File: src/rtl/fourier_result_sequencer.sv
// Reads N_POINTS result words out of a Fourier core once it reports completion,
// streaming them over a valid/ready interface with a wait timeout.
module fourier_result_sequencer #(
    parameter int N_POINTS = 64,
    parameter int DATA_W   = 32,
    parameter int TIMEOUT  = 4096
) (
    input  logic              clk,
    input  logic              reset,
    input  logic              start,
    output logic              busy,
    input  logic              core_done,
    output logic [31:0]       reg_addr,
    input  logic [DATA_W-1:0] reg_data,
    output logic [DATA_W-1:0] out_data,
    output logic              out_valid,
    input  logic              out_ready,
    output logic              out_last,
    output logic              run_done,
    output logic              timeout_err
);

    localparam int CNT_W  = $clog2(N_POINTS + 1);
    localparam int WAIT_W = $clog2(TIMEOUT + 1);

    localparam logic [1:0] IDLE      = 2'd0;
    localparam logic [1:0] WAIT_DONE = 2'd1;
    localparam logic [1:0] STREAM    = 2'd2;

    logic [1:0]        state;
    logic [CNT_W-1:0]  issued;
    logic [WAIT_W-1:0] wait_cnt;
    logic              load;
    logic              accept_last;
    logic              timed_out;

    assign busy        = (state != IDLE);
    assign load        = (state == STREAM) && (issued < CNT_W'(N_POINTS)) &&
                         (!out_valid || out_ready);
    assign accept_last = (state == STREAM) && out_valid && out_last && out_ready;
    // core_done takes priority over a timeout landing on the same cycle
    assign timed_out   = (state == WAIT_DONE) && !core_done &&
                         (wait_cnt == WAIT_W'(TIMEOUT - 1));

    always_ff @(posedge clk or negedge reset) begin
        if (!reset) begin
            state       <= IDLE;
            reg_addr    <= '0;
            issued      <= '0;
            wait_cnt    <= '0;
            out_data    <= '0;
            out_valid   <= 1'b0;
            out_last    <= 1'b0;
            run_done    <= 1'b0;
            timeout_err <= 1'b0;
        end else begin
            run_done    <= 1'b0;
            timeout_err <= 1'b0;
            case (state)
                IDLE: begin
                    if (start) begin
                        state    <= WAIT_DONE;
                        reg_addr <= '0;
                        issued   <= '0;
                        wait_cnt <= '0;
                    end
                end
                WAIT_DONE: begin
                    if (core_done) begin
                        state <= STREAM;
                    end else if (timed_out) begin
                        state       <= IDLE;
                        timeout_err <= 1'b1;
                    end else begin
                        wait_cnt <= wait_cnt + WAIT_W'(1);
                    end
                end
                STREAM: begin
                    if (load) begin
                        out_data  <= reg_data;
                        out_valid <= 1'b1;
                        out_last  <= (reg_addr == 32'(N_POINTS - 1));
                        reg_addr  <= reg_addr + 32'd1;
                        issued    <= issued + CNT_W'(1);
                    end else if (out_valid && out_ready) begin
                        out_valid <= 1'b0;
                        out_last  <= 1'b0;
                    end
                    // the final word has no load behind it, so the branch above clears the output
                    if (accept_last) begin
                        state    <= IDLE;
                        run_done <= 1'b1;
                    end
                end
                default: state <= IDLE;
            endcase
        end
    end

endmodule

File: config.mk
export PLATFORM = sky130hd
export DESIGN_NAME = fourier_result_sequencer
export DESIGN_NICKNAME = d
export VERILOG_FILES = /design/src/rtl/fourier_result_sequencer.sv
export SDC_FILE = /design/constraint.sdc
export NUM_CORES = 1
export LEC_CHECK = 0
export BUFFER_PORTS_ARGS = -buffer_cell sky130_fd_sc_hd__buf_4
export CAP_MARGIN = 20
export CORE_MARGIN = 5
export CORE_UTILIZATION = 40
export DETAILED_ROUTE_END_ITERATION = 10
export GPL_TIMING_DRIVEN = 0
export MAX_ROUTING_LAYER = met4
export SLEW_MARGIN = 40
export SYNTH_ARGS = -nofsm -noshare
export SYNTH_HDL_FRONTEND = slang
export SYNTH_SLANG_ARGS = --single-unit
File: constraint.sdc
create_clock -name clk -period 2.25 [get_ports clk]
set_input_delay 0.45 -clock clk [delete_from_list [all_inputs] [get_ports clk]]
set_output_delay 0.45 -clock clk [all_outputs]
set_load 0.005 [all_outputs]
==> summary.md <==
| Metric | Value |
|---|---|
| Status | finished, final reports clean |
| Flops & latches, synth | 90 |
| Layout Area Growth over Synthesis | 27.8% |
| Yosys warns | 0 |
| R2R cell count | 6 |
| Largest area contributor in the netlist | dfrtp_1 |
| Core area | 10300 um2 |
| EDFF count, synth | 0 |
| Antenna cells | 0 |
| Multi-input gate area | 1840 um2 |
| Clock-pin slew on the worst setup and hold paths | around 0.09 ns |
| Vias | 3686 |
| Reg2reg start | reg_addr[0] |
| Clk sinks | 90 |
| CTS Buf Count | 9 |
| Reg-to-reg endpoint | reg_addr[30] |
| Final WS setup | about 0.14 ns |
| Final WL | between 10 and 15 mm |
| DRT antenna net count | 0 |
| Post-CTS setup buffers | 0 |
| Layout cells sized above 1 | 23.6% |
| Hold WC Path Type | primary input to async pin |
| Post-synth ARST share | 100% |
| GRT Overall Usage | 17.8% |
| Skew-Pair Late Insertion Delay | 0.36 ns |
| Worst Clk Skew | approximately 0.012 ns |
| Worst-Margin Slew | ~0.73 ns |
| Max clock buf depth | 2 |
| Avg Inst Size Synth | 9.18 um2 |
| Worst Path Max Fanout | 9 |
| Leak | 2.58 nW |
| Largest net degree at the start of global routing | 91 |
| Syn nets | 496 |
| Final slew viol count | 0 |
| Port bufs | 105 |
| Root Driver | clkbuf_8 |
| Post-Synthesis Cells | 456 |
| R2r setup slk | 0.14 ns |
| IO Pins | 106 |
| Critical path endpoint category | flip-flop |
| Final Critical Period | 2.11 ns |
| Critical path type | flip-flop to flip-flop |
| Synth Flop Type | dfrtp_1 |
| Final Hold Vio Count | 0 |
| Hpwl dp | between 7 and 8 mm |
| Fmax achieved | 473 MHz |
| VDD IR max | 0.499 mV |
| Seq/Total Area, Yosys | between 50% and 60% |
| Routability cong. | slightly above 0.8 |
| Setup tns final | 0 ns |
| Worst EP arrival | 2.40 ns |
| CTS H-tree lvls | 3 |
| Ranking of synthesized cells by area | dfrtp_1 (54%), nand2_1 (11%), nor2_1 (3.4%) |
| WP data required | between 2 and 3 ns |
| Pre-CTS setup slack | 0.147 ns |
| Die height | 112 um |
| Most common cell in the netlist | nand2_1 |
| CTS resizes | 0 |
| Floorplan row count | 37 |
| Final Cycle Share | 93.9% |
| DRC violations left | 0 |
| DIE AREA | ~13000 um2 |
| Die width | 112 um |
| DRT Pass-1 Iters | 4 |
| Post-synth top area share | a little over half |
| Via/cell ratio | 5.17 |
| Wirelength per Cell | ~15 um |
| Startpoint types | flip-flop |
| Most frequent cells after synthesis | nand2_1 (122), dfrtp_1 (90), nor2_1 (38) |
| DR iter-0 viols | 205 |
| Global-route wire length before repair | 18.1 mm |
| Number of global-route vias before repair | 3741 |
| Gr ovfl total | 0 |
| Slew HR | 51.4% |
| Number of max-cap violations | 0 |
| Antenna violations before repair | 0 |
| Register Area | 2250 um2 |
| Fillers | 998 |
| Starting Density | 40.7% |
| PD cells | 907 nW/um2 |
| Fin nets | 612 |
| RSZ-0062 raised after global routing | no |
| Synth unique cells | 48 |
| CTS tree | done |
| Mapped Area | 4180 um2 |
| Hold-fix buffers, CTS | 0 |
| Final setup fails | 0 |
-- layout by cell type (no fill, tap or decap), types with 5 or more instances in the layout --
cell type	synthesis	final
nor3_1	9	9
or4_1	5	5
nand2_1	122	122
clkbuf_8	0	12
xnor2_1	13	13
or3_1	9	9
nand3_1	15	15
nand4_1	21	21
a31oi_1	5	5
buf_2	5	5
dfrtp_1	90	90
inv_1	6	6
a21oi_1	12	12
clkbuf_1	11	14
o21ai_0	21	21
xor2_1	9	9
buf_4	0	104
nor2_1	38	38
and3_1	7	7
nor4_1	11	11
-- logic make-up after synthesis --
| logic type | synth area share, % |
|---|---|
| and+or+nand+nor | 30.6 |
| AOI/OAI and AO/OA | 7.60 |
| DFF | 53.8 |
| adders and majority gates | 0.897 |
| xor gates and xnor gates | 4.61 |
| muxes | 0.239 |
| buffers and inverters | 2.24 |
-- worst max-delay path by stage --
stage	startpoint	endpoint	slack, ns	cells after the start
after global routing	reg_addr[0]	reg_addr[30]	0.007	6
after floorplan	reg_addr[0]	reg_addr[30]	0.45	6
after CTS	reg_addr[0]	reg_addr[30]	0.13	6
after global placement	reg_addr[0]	reg_addr[30]	0.17	6
final	reg_addr[0]	reg_addr[30]	0.14	6
after detailed placement	start	reg_addr[30]	0.15	6
-- routing by layer --
metal	track usage [%]	wire (um)	share of wire, %
met1	23.7	4950	47
met2	25.9	4560	43
met5	-	0	0
met3	5.61	895	8.5
met4	5.77	91	0.87
-- stage by stage --
stage	power [mW]	cells	hold slack [ns]	area, um2	utilization [%]
finish	4.85	713	0.148	5350	52.0
detailed placement	3.78	697	0.464	5150	50.1
global route	5.23	713	0.198	5350	52.0
global placement	3.75	697	0.460	5140	50.0
floorplan	2.94	456	0.154	4180	-
CTS	4.94	713	0.197	5340	52.0
-- cell type report --
| cell class | count | area share [%] |
|---|---|---|
| clock inverters | 2 | 0.655 |
| clock buffers | 14 | 3.04 |
| inverters | 6 | 0.421 |
| repair buffers | 105 | 14.9 |
| multi-input cells | 343 | 34.4 |
| well taps | 136 | 3.18 |
| flip-flops and latches | 90 | 42.1 |
| plain buffers | 17 | 1.33 |
-- critical path, cell delays in order, from the launching register on --
cell and delay [ns]:
dfrtp_1 0.43, ha_1 0.22, nand4_1 0.14, nor2_1 0.27
nand2_1 0.26, or4_1 0.57, a21oi_1 0.15
-- state kept, by name, indices dropped and copies added, names as in the netlist --
register     cells
run_done         1
out_data        32
timeout_err      1
state            2
issued           7
wait_cnt        13
out_valid        1
out_last         1
reg_addr        32
-- where the power goes --
group | switching [mW] | total (mW) | internal [mW]
combinational | 0.827 | 1.53 | 0.700
sequential | 0.228 | 2.19 | 1.96
clock | 0.555 | 1.13 | 0.576
total | 1.61 | 4.85 | 3.24
Power figures use the tool's default switching activity.
